===== src/rtl/store_pkg.sv =====
// Shared definitions for the store path: size encodings and the queued entry layout.
package store_pkg;

  localparam int unsigned ADDR_W = 32;
  localparam int unsigned DATA_W = 32;
  localparam int unsigned WEN_W  = DATA_W / 8;

  localparam logic [1:0] SZ_NONE = 2'b00;
  localparam logic [1:0] SZ_B    = 2'b01;
  localparam logic [1:0] SZ_H    = 2'b10;
  localparam logic [1:0] SZ_W    = 2'b11;

  typedef struct packed {
    logic [ADDR_W-1:0] addr;
    logic [DATA_W-1:0] wdata;
    logic [WEN_W-1:0]  wen;
  } entry_t;

endpackage


===== src/rtl/store_lane_align.sv =====
// Lane alignment of store data/byte enables and misalignment detection.
module store_lane_align
  import store_pkg::*;
(
  input  logic [1:0]        size,
  input  logic [1:0]        offset,
  input  logic [DATA_W-1:0] data,
  output logic [WEN_W-1:0]  wen,
  output logic [DATA_W-1:0] wdata,
  output logic              ades
);

  // Shift data into its byte lanes; unused lanes keep the shifted data.
  always_comb begin
    wen   = '0;
    ades  = 1'b0;
    wdata = data << {offset, 3'b000};
    case (size)
      SZ_B: wen = 4'b0001 << offset;
      SZ_H: begin
        wen  = 4'b0011 << offset;
        ades = offset[0];
      end
      SZ_W: begin
        wen  = 4'b1111;
        ades = (offset != 2'b00);
      end
      default: ;
    endcase
  end

endmodule


===== src/rtl/store_queue.sv =====
// Store FIFO between MEM stage and the data SRAM port, with load-hazard compare.
module store_queue
  import store_pkg::*;
#(
  parameter int unsigned       DEPTH     = 4,
  parameter logic [ADDR_W-1:0] ADDR_MASK = 32'h1fff_ffff
) (
  input  logic                         clk,
  input  logic                         reset,
  input  logic                         st_valid,
  output logic                         st_ready,
  input  logic [1:0]                   st_size,
  input  logic [ADDR_W-1:0]            st_addr,
  input  logic [DATA_W-1:0]            st_data,
  output logic                         st_ades,
  output logic                         mem_req,
  output logic [WEN_W-1:0]             mem_wen,
  output logic [ADDR_W-1:0]            mem_addr,
  output logic [DATA_W-1:0]            mem_wdata,
  input  logic                         mem_addr_ok,
  input  logic                         ld_valid,
  input  logic [ADDR_W-1:0]            ld_addr,
  output logic                         ld_hazard,
  output logic [$clog2(DEPTH+1)-1:0]   count,
  output logic                         empty
);

  localparam int unsigned PTR_W = $clog2(DEPTH);
  localparam int unsigned CNT_W = $clog2(DEPTH + 1);

  entry_t             entries [DEPTH];
  logic [DEPTH-1:0]   valid;
  logic [PTR_W-1:0]   head_ptr;
  logic [PTR_W-1:0]   tail_ptr;
  logic [CNT_W-1:0]   count_next;

  logic [WEN_W-1:0]   al_wen;
  logic [DATA_W-1:0]  al_wdata;
  logic               al_ades;
  logic               enq;
  logic               deq;
  logic [ADDR_W-1:0]  ld_phys;
  logic               ld_hit;
  entry_t             head;

  store_lane_align u_align (
    .size   (st_size),
    .offset (st_addr[1:0]),
    .data   (st_data),
    .wen    (al_wen),
    .wdata  (al_wdata),
    .ades   (al_ades)
  );

  assign st_ades  = st_valid & al_ades;
  assign st_ready = (count < CNT_W'(DEPTH));
  assign enq      = st_valid & st_ready & (st_size != SZ_NONE) & ~al_ades;
  assign mem_req  = ~empty;
  assign deq      = mem_req & mem_addr_ok;
  assign head     = entries[head_ptr];

  // Head entry presented to SRAM; zero when nothing is pending.
  always_comb begin
    mem_wen   = '0;
    mem_addr  = '0;
    mem_wdata = '0;
    if (!empty) begin
      mem_wen   = head.wen;
      mem_addr  = head.addr;
      mem_wdata = head.wdata;
    end
  end

  // Occupancy after this cycle's enqueue/dequeue.
  always_comb begin
    count_next = count;
    case ({enq, deq})
      2'b10:   count_next = count + CNT_W'(1);
      2'b01:   count_next = count - CNT_W'(1);
      default: ;
    endcase
  end

  // Pointers, occupancy and per-entry valid bits.
  always_ff @(posedge clk or posedge reset) begin
    if (reset) begin
      head_ptr <= '0;
      tail_ptr <= '0;
      count    <= '0;
      empty    <= 1'b1;
      valid    <= '0;
    end else begin
      count <= count_next;
      empty <= (count_next == '0);
      if (deq) begin
        head_ptr        <= head_ptr + PTR_W'(1);
        valid[head_ptr] <= 1'b0;
      end
      if (enq) begin
        tail_ptr        <= tail_ptr + PTR_W'(1);
        valid[tail_ptr] <= 1'b1;
      end
    end
  end

  // Entry payload storage; qualified by valid bits so no reset needed.
  always_ff @(posedge clk) begin
    if (enq) begin
      entries[tail_ptr] <= '{addr: st_addr & ADDR_MASK, wdata: al_wdata, wen: al_wen};
    end
  end

  assign ld_phys = ld_addr & ADDR_MASK;

  // Word-granular match of the load against every pending entry, head included.
  always_comb begin
    ld_hit = 1'b0;
    for (int unsigned i = 0; i < DEPTH; i++) begin
      if (valid[PTR_W'(i)] && (entries[PTR_W'(i)].addr[ADDR_W-1:2] == ld_phys[ADDR_W-1:2])) begin
        ld_hit = 1'b1;
      end
    end
  end

  assign ld_hazard = ld_valid & ld_hit;

endmodule


===== config.mk =====
export PLATFORM = sky130hd
export DESIGN_NAME = store_queue
export DESIGN_NICKNAME = d
export VERILOG_FILES = /design/src/rtl/store_pkg.sv /design/src/rtl/store_lane_align.sv /design/src/rtl/store_queue.sv
export SDC_FILE = /design/constraint.sdc
export NUM_CORES = 1
export LEC_CHECK = 0
export ABC_CLOCK_PERIOD_IN_PS = 3500
export CORE_ASPECT_RATIO = 1.75
export CORE_MARGIN = 2
export CORE_UTILIZATION = 45
export DETAILED_ROUTE_END_ITERATION = 7
export PLACE_DENSITY = 0.69
export SETUP_SLACK_MARGIN = 0.05
export SLEW_MARGIN = 5
export SYNTH_ARGS = -nofsm -noshare
export SYNTH_HDL_FRONTEND = slang
export SYNTH_SLANG_ARGS = --single-unit

===== constraint.sdc =====
create_clock -name clk -period 3.5 [get_ports clk]
set_input_delay 0.35 -clock clk [delete_from_list [all_inputs] [get_ports clk]]
set_output_delay 0.35 -clock clk [all_outputs]
set_load 0.005 [all_outputs]

* Word-level counts from Yosys, hierarchy flattened *
Memories as Yosys holds them, arrays and structs flattened.
Index checks and enable logic that the tools add are counted.

word-level totals
  memories = 1
  word-level logic and storage cells = 65
  output and inout port bits = 76
  register bits after elaboration = 12
  memory bits (writable) = 260
  input port bits = 103

cells by class
  shift operators = 3
  bitwise operators = 11
  $lt $le $gt $ge = 5
  muxes and demuxes = 18
  reductions and logical operators = 9
  add/sub/neg operators = 4
  equal/unequal tests = 9

memories
  name     words  bits a word  rd ports  clocked after memory_dff  write ports  line               source
  entries  4      65           5         0                         1            store_queue.sv:31  entry_t entries [DEPTH];

operators by type and width
  operator               number
  $eq A30 B27 Y1         4
  $mux W32               2
  $shl A32 B5 Y32        1
  $mux W4                3
  $pmux W4 S3            1
  $mux W1                8
  $and A1 B1 Y1          6
  $eq A2 B2 Y1 const B   3
  $logic_and A1 B1 Y1    6
  $lt A2 B3 Y1 const B   2
  $pmux W3 S2            1
  $add A2 B1 Y2 const B  2
  $and A4 B4 Y4          1
  $demux W1 S2           2
  $eq A2 B1 Y1 const B   2
  $ge A2 B1 Y1 const B   2
  $not A4 Y4             1
  $or A4 B4 Y4           1
  $reduce_bool A2 Y1     2
  $shl A1 B2 Y4 const A  1
  $shl A2 B2 Y4 const A  1
  $add A3 B1 Y3 const B  1
  $logic_not A3 Y1       1
  $lt A3 B3 Y1 const B   1
  3 further kinds        4

* Depth between registers and ports, before layout *
Gate-level depths: netlist (run 1).

  depth in word-level cells = 9
  mapped depth = 13
  depth with buffers taken out = 13

* By module *
A second synthesis (run 1) with hierarchy kept.

unflattened totals
  cells, all modules = 720
  area total of the unflattened synthesis = 12396.9 um2

modules (own cells, without submodules)
  module            cells an instance  instances  area each (um2)  seq. area each (um2)
  store_queue       635                1          11732.5          8109.0
  store_lane_align  85                 1          664.4            0.0

* Least setup slack after synthesis (run 1) *
No wires, ideal clock.

  path kind = input to register
  from = input port st_size[0]
  to = memory entries[0][0] in the netlist's numbering (enable)
  buffers on the path = 0
  setup time = 0.431 ns
  required time = 3.069 ns
  setup slack = 0.330 ns
  stages on the path = 6
  arrival = 2.739 ns
  path through = inv_1 ha_1 a21oi_1 nor2_1 nor4b_4 and2_1

between the ends
  longest elaborated chain between the ends = 6
  elaborated cells between the ends (all ways) = 9
  classes of those cells = eq/ne: 2; mux: 3; bitwise: 3; reduce/logical: 1

RTL lines
  what                               line                    source
  from (decl)                        store_queue.sv:12       input logic [1:0] st_size,
  $eq A2 B2 Y1                       store_lane_align.sv:18  case (size)
  $pmux W1 S2                        store_lane_align.sv:18
  $not A1 Y1                         store_queue.sv:57       assign enq = st_valid & st_ready & (st_size != SZ_NONE) & ~al_ades;
  $and A1 B1 Y1 (*)                  store_queue.sv:57
  $mux W1 (*)                        store_queue.sv:108      if (enq) begin
  $mux W1 (not written as such) (*)  store_queue.sv:109      entries[tail_ptr] <= '{addr: st_addr & ADDR_MASK, wdata: al_wdata, wen: al_wen};
  to (decl)                          store_queue.sv:31

Mark *: on every way between the ends. The rest lies on a longest branch, timed or not.

==> results of run 1 <==
==> per-stage QoR <==
| step | instances | hold WS (ns) | worst slack (ns) | utilization, % |
|---|---|---|---|---|
| after floorplan | 739 | 0.214 | 0.330 | - |
| after global placement | 1253 | 0.468 | 0.425 | 53.7 |
| final | 1297 | 0.139 | 0.274 | 56.5 |
| after global routing | 1297 | 0.198 | 0.157 | 56.5 |
| after CTS | 1297 | 0.138 | 0.292 | 56.5 |
| after detailed placement | 1253 | 0.476 | 0.366 | 53.7 |
==> worst paths after layout <==
path                                               start                       end  slack [ns]  cells past startpoint
max in group asynchronous                          reset   head_ptr[0]$_DFFE_PP0N_        2.96                      2
worst min-delay path                               reset        valid[1]$_DFF_PP0_        0.14                      2
min in group clk                              st_addr[4]  entries[2][40]$_DFFE_PP_        0.45                      1
worst min register to register        valid[0]$_DFF_PP0_        valid[0]$_DFF_PP0_        0.49                      1
worst max-delay path            entries[0][54]$_DFFE_PP_                 ld_hazard        0.27                      6
worst max register to register        count[2]$_DFF_PP0_  entries[0][13]$_DFFE_PP_        1.44                      3
==> layer usage <==
layer	global-route usage [%]	wire length, µm
met1	22.3	10100
met2	39.0	16500
met3	2.76	1330
met4	9.12	1300
met5	0	13
==> where the power goes <==
part,total (mW),internal [mW],switching [mW],leakage [nW]
Combinational,3.60,2.13,1.47,2.21
Sequential,4.19,3.95,0.241,2.51
Clock,2.60,1.45,1.16,0.376
Total,10.4,7.53,2.86,5.09
==> layout make-up <==
class,instances,area (µm²)
tap,369,462
sequential,272,8110
timing repair buffer,190,1950
inverter,15,56.3
clock inverter,13,138
fill,2196,11800
clock buffer,31,637
multi-input combinational,407,3970
==> cell families (layout without fill, tap and decap cells) <==
logic type      Yosys count  count (layout)
flops                   272             272
simple gates            156             156
xor+xnor                113             113
mux                      82              82
buf+inv                  60             249
compound gates           39              39
fa+ha+maj                14              14
other cells               1               3
==> sequential cells by signal, indices dropped and copies added, names as in the netlist <==
register / flops
count: 3
empty: 1
entries: 260
head_ptr: 2
tail_ptr: 2
valid: 4
==> worst max-delay path: stages (launching register included) <==
cell and delay [ns]:
edfxtp_1 0.42, xnor2_1 0.44, nand4_1 0.17, nor4_1 0.36
nand4_1 0.13, a41oi_1 0.29, clkdlybuf4s50_1 0.55
==> placed cells by master (no fill, tap or decap), drive strengths merged, types with 14 or more instances in the layout <==
| cell | Yosys | routed |
|---|---|---|
| mux4 | 65 | 65 |
| nand4 | 20 | 20 |
| inv | 15 | 15 |
| mux2i | 17 | 17 |
| clkbuf | 18 | 31 |
| xnor2 | 64 | 64 |
| xor2 | 49 | 49 |
| edfxtp | 260 | 260 |
| clkdlybuf4s50 | 0 | 166 |
| and2 | 78 | 78 |
| nor4 | 16 | 16 |
| nor2 | 16 | 16 |
| buf | 27 | 24 |
| a21oi | 14 | 14 |
| nand2 | 15 | 15 |
==> metrics.csv, run 1 <==
stage,metric,value,unit
status,status,"finished, final reports clean",
synthesis,Post-synth EDFFs,260,
synthesis,"Warnings, synthesis",0,
setup_path,Setup CP Type,reg2out,
global_routing,antenna violations before repair,1,
min_path,Hold Crit Class,in2async,
cts,PostCTS Resize Cnt,0,
cts,Num CTS Buffers,24,
cts,"Clk Latency, worst-skew pair",0.54,ns
global_routing,pin count of the biggest net entering global routing,56,
global_routing,global route total overflow,0,
placement,Final GP Congestion,0.892,
die,IO Pins,179,
timing,total negative setup slack,0,ns
cts,clk buf depth,3,
route,Routed wire per std cell,22.6,µm
synthesis,post-synthesis simple-gate area fraction,7.39,%
die,Initial Util,45.6,%
synthesis,Synth Area in Compound Gates,1.90,%
synthesis,most common cell in the synthesized netlist,edfxtp_1,
synthesis,Synth Area in XOR/XNOR,8.00,%
timing,RSZ-0062 raised after global routing,false,
synthesis,sequential fraction of the synthesis area,65.5,%
layout,"Area growth, synth to finish",23.9,%
die,die area,0.0289,mm²
synthesis,Synth area leader,edfxtp_1,
setup_path,CP Launch Type,flop,
synthesis,"top cells by area, synth","edfxtp_1 63%, mux4_2 12%, xnor2_1 4.5%",
layout,n_diodes,0,
synthesis,synthesized area per cell,16.8,µm²
setup_path,Worst EP required,3.15,ns
synthesis,ys async rst share,4.41,%
die,Core Region,0.0271,mm²
route,detailed-router iteration count before antenna repair,4,
route,Post-route DRC,0,
setup_path,crit path DAT,2.88,ns
cts,CTS Sinks,272,
cts,# hold bufs at CTS,0,
synthesis,post-synthesis mux area share,13.2,%
layout,nets,1027,
timing,max frequency,310,MHz
cts,Post-CTS Setup Inserts,0,
die,Die Y,223,µm
timing,Relative slew margins,55.0,%
cts,Root Buffer,clkbuf_16,
synthesis,synth unique cells,33,
route,routed wire length,29.3,mm
synthesis,Yosys top cell area share,63.1,%
synthesis,predominant post-synthesis flop cell,edfxtp_1,
synthesis,synth cell count leaders,"260 x edfxtp_1, 78 x and2_1, 65 x mux4_2",
power_and_ir_drop,Leak,5.09,nW
route,Antenna Nets Post-Route,0,
cts,clock slew at reported path FFs,0.07,ns
setup_path,critical path endpoint category,output port,
die,die width,129,µm
timing,final hold vios,0,
power_and_ir_drop,Pwr Total,10.4,mW
timing,Final min period,3.23,ns
synthesis,post-synthesis cell area,0.0124,mm²
synthesis,synthesized instance count,737,
timing,skew final,0.0292,ns
layout,share of cells above drive strength 1,14.4,%
layout,final instance area,0.0153,mm²
placement,I/O Buffers,167,
synthesis,#FFs+latches synth,272,
setup_path,worst-path maximum fanout,2,
placement,post-DP HPWL,20.8,mm
timing,final period utilization,92.2,%
power_and_ir_drop,pwr dens,678,mW/mm²
global_routing,vias in the first global route,7288,
placement,dpl cell area,0.0146,mm²
cts,CTS tree,done,
job,maxcap violations,0,
global_routing,first-pass GRT wire length,43.3,mm
power_and_ir_drop,Worst IR Drop VDD,0.000374,V
cts,H-tree depth,1,
global_routing,Overall Global Routing Usage,20.6,%
route,initial DRC count,335,
synthesis,area share of fa/ha/maj cells after synthesis,1.48,%
synthesis,largest family of logic cells by synthesized area,multiplexers,
timing,Slew Limit Fails,0,
timing,Worst Tran Pin Value,0.673,ns
route,via count,6841,
die,Site Rows,80,
timing,final-report setup violation count,0,
route,via/cell ratio,5.27,
(Power assumes the default switching activity.)
==> run 2, diff against run 1 <==
--- a/config.mk
+++ b/config.mk
@@ -8,9 +8,9 @@
 export ABC_CLOCK_PERIOD_IN_PS = 3500
 export CORE_ASPECT_RATIO = 1.75
 export CORE_MARGIN = 2
-export CORE_UTILIZATION = 45
+export CORE_UTILIZATION = 47
 export DETAILED_ROUTE_END_ITERATION = 7
-export PLACE_DENSITY = 0.69
+export PLACE_DENSITY = 0.72
 export SETUP_SLACK_MARGIN = 0.05
 export SLEW_MARGIN = 5
 export SYNTH_ARGS = -nofsm -noshare
==> metrics.csv, run 2 (synthesized netlist as in run 1, its figures left out) <==
stage,metric,value,unit,change
status,status,"finished, final reports clean",,
layout,most frequent cells in the layout,"260 x edfxtp_1, 166 x clkdlybuf4s50_1, 74 x and2_1",,
setup_path,Worst EP required,3.15,ns,about the same
placement,I/O Buffers,167,,unchanged
layout,Largest regs,"entries x260, valid x4, count x3",,
timing,Worst Tran Pin Value,0.768,ns,+0.0949 ns
die,Core Region,0.0259,mm²,-4.7%
timing,max frequency,321,MHz,+3.5%
power_and_ir_drop,pwr dens,669,mW/mm²,-1.2%
power_and_ir_drop,Net Sw Frac,27.5,%,-0.10 points
cts,clock slew at reported path FFs,0.06,ns,about the same
setup_path,Reg2Reg Depth,9,,+6
timing,RSZ-0062 raised after global routing,false,,
power_and_ir_drop,Internal,7.35,mW,-2.4%
timing,skew final,0.0102,ns,-0.0190 ns
die,die width,127,µm,-2.1%
cts,clk buf depth,3,,unchanged
die,Die Y,219,µm,-2.1%
timing,Slew Limit Fails,0,,unchanged
layout,final cell count without fillers,1241,,-4.3%
timing,Relative slew margins,48.6,%,-6.3 points
route,Post-route DRC,0,,unchanged
die,Initial Util,47.8,%,+2.2 points
route,detailed-router iteration count before antenna repair,4,,unchanged
die,die area,0.0277,mm²,-4.2%
layout,"Area growth, synth to finish",22.2,%,
power_and_ir_drop,sequential group share of total power,41.0,%,+0.7 points
cts,Num CTS Buffers,24,,unchanged
layout,share of cells above drive strength 1,13.5,%,-0.98 points
timing,final period utilization,89.1,%,-3.1 points
global_routing,vias in the first global route,7216,,-0.99%
cts,PostCTS Resize Cnt,0,,unchanged
placement,Final GP Congestion,0.872,,-2.3%
cts,Post-CTS Setup Inserts,0,,unchanged
global_routing,first-pass GRT wire length,42.3,mm,-2.2%
power_and_ir_drop,Gate power share,35.3,%,+0.7 points
cts,H-tree depth,1,,unchanged
layout,nets,1020,,-0.68%
job,maxcap violations,0,,unchanged
placement,dpl cells,1197,,-4.5%
min_path,Hold Crit Class,in2async,,
route,Antenna Nets Post-Route,0,,unchanged
route,initial DRC count,385,,+15%
power_and_ir_drop,Switch Pwr,2.78,mW,-2.9%
global_routing,global route total overflow,0,,unchanged
placement,DP Worst Slack,0.408,ns,+0.0425 ns
setup_path,reg-to-reg endpoint,empty$_DFF_PP1_,,
timing,final-report setup violation count,0,,unchanged
setup_path,CP Launch Type,flop,,
setup_path,Setup CP Type,reg2out,,
power_and_ir_drop,Clk pwr share,23.7,%,-1.4 points
power_and_ir_drop,Leak,5.03,nW,-1.2%
layout,filler cell count,2005,,-8.7%
layout,"commonest non-fill, non-tap cell in the layout",edfxtp_1,,
global_routing,antenna violations before repair,0,,-1
global_routing,Overall Global Routing Usage,20.4,%,-0.18 points
setup_path,reg2reg setup slack,1.49,ns,+0.05 ns
cts,Root Buffer,clkbuf_16,,
cts,# hold bufs at CTS,0,,unchanged
setup_path,worst-path maximum fanout,2,,unchanged
route,Routed wire per std cell,22.7,µm,+0.82%
timing,min setup slack post-route,0.382,ns,+0.108 ns
die,Site Rows,78,,-2.5%
route,via/cell ratio,5.47,,+3.8%
global_routing,pin count of the biggest net entering global routing,69,,+23%
route,routed wire length,28.2,mm,-3.5%
cts,"Clk Latency, worst-skew pair",0.51,ns,-0.03 ns
cts,CTS tree,done,,
setup_path,crit path DAT,2.77,ns,-0.11 ns
timing,total negative setup slack,0,ns,unchanged
cts,CTS Sinks,272,,unchanged
layout,n_diodes,0,,unchanged
placement,post-DP HPWL,19.7,mm,-5.1%
timing,final hold vios,0,,unchanged
setup_path,worst reg2reg startpoint,count[2]$_DFF_PP0_,,
setup_path,critical path endpoint category,output port,,
die,IO Pins,179,,unchanged
route,via count,6794,,-0.69%
timing,Final min period,3.12,ns,-0.108 ns
power_and_ir_drop,Worst IR Drop VDD,0.000502,V,+34%
layout,register bank with the most flops,entries,,
layout,max FFs per register,260,,unchanged
## run 2: area by class of cell
| class | instances | area (µm²) | share of cell area, % |
|---|---|---|---|
| sequential | 272 | 8110 | 53.6 |
| multi-input combinational | 407 | 3970 | 26.3 |
| timing repair buffer | 183 | 1870 | 12.4 |
| clock buffer | 28 | 637 | 4.21 |
| tap | 320 | 400 | 2.65 |
| clock inverter | 16 | 70.1 | 0.463 |
| inverter | 15 | 56.3 | 0.372 |
## run 2: metal layers
layer	GRT usage [%]	part of all wire, %	up-vias
met2	39.2	57	207
met5	0	0	-
met1	23.6	36	3432
met3	2.33	4.5	40
li1	-	-	3115
met4	6.12	2.7	0
## run 2: how the worst max path moves through the flow
stage	from	endpoint	slack, ns	cells past startpoint
finish	entries[1][46]$_DFFE_PP_	ld_hazard	0.38	7
global route	entries[1][54]$_DFFE_PP_	ld_hazard	0.25	7
CTS	head_ptr[0]$_DFFE_PP0N_	mem_addr[25]	0.33	4
detailed placement	ld_addr[28]	ld_hazard	0.41	7
global placement	ld_addr[28]	ld_hazard	0.43	7
floorplan	st_size[0]	entries[0][0]$_DFFE_PP_	0.33	6
## run 2: per-stage QoR
step | hold slack (ns) | power, mW | utilization, % | cell area, µm²
final | 0.173 | 10.1 | 58.5 | 15100
after global routing | 0.213 | 10.6 | 58.5 | 15100
after CTS | 0.193 | 10.3 | 58.5 | 15100
after detailed placement | 0.485 | 7.88 | 55.7 | 14400
after global placement | 0.480 | 7.85 | 55.7 | 14400
after floorplan | 0.214 | 6.15 | - | 12400
## run 2: critical path: stages, from the launching register on
cell and delay (ns):
edfxtp_1 0.39, xnor2_1 0.37, nand4_1 0.14, nor4_1 0.30
buf_4 0.18, nand4_1 0.09, a41oi_1 0.25, clkdlybuf4s50_1 0.54
## run 2: power groups by stage
| stage | sequential, mW | clock (mW) | combinational (mW) |
|---|---|---|---|
| 2_1_floorplan | 4.14 | 0 | 2.02 |
| 3_3_place_gp | 4.21 | 0 | 3.64 |
| 3_5_place_dp | 4.23 | 0 | 3.65 |
| 4_1_cts | 4.16 | 2.44 | 3.66 |
| 5_1_grt | 4.19 | 2.57 | 3.85 |
| 6_report | 4.15 | 2.40 | 3.57 |
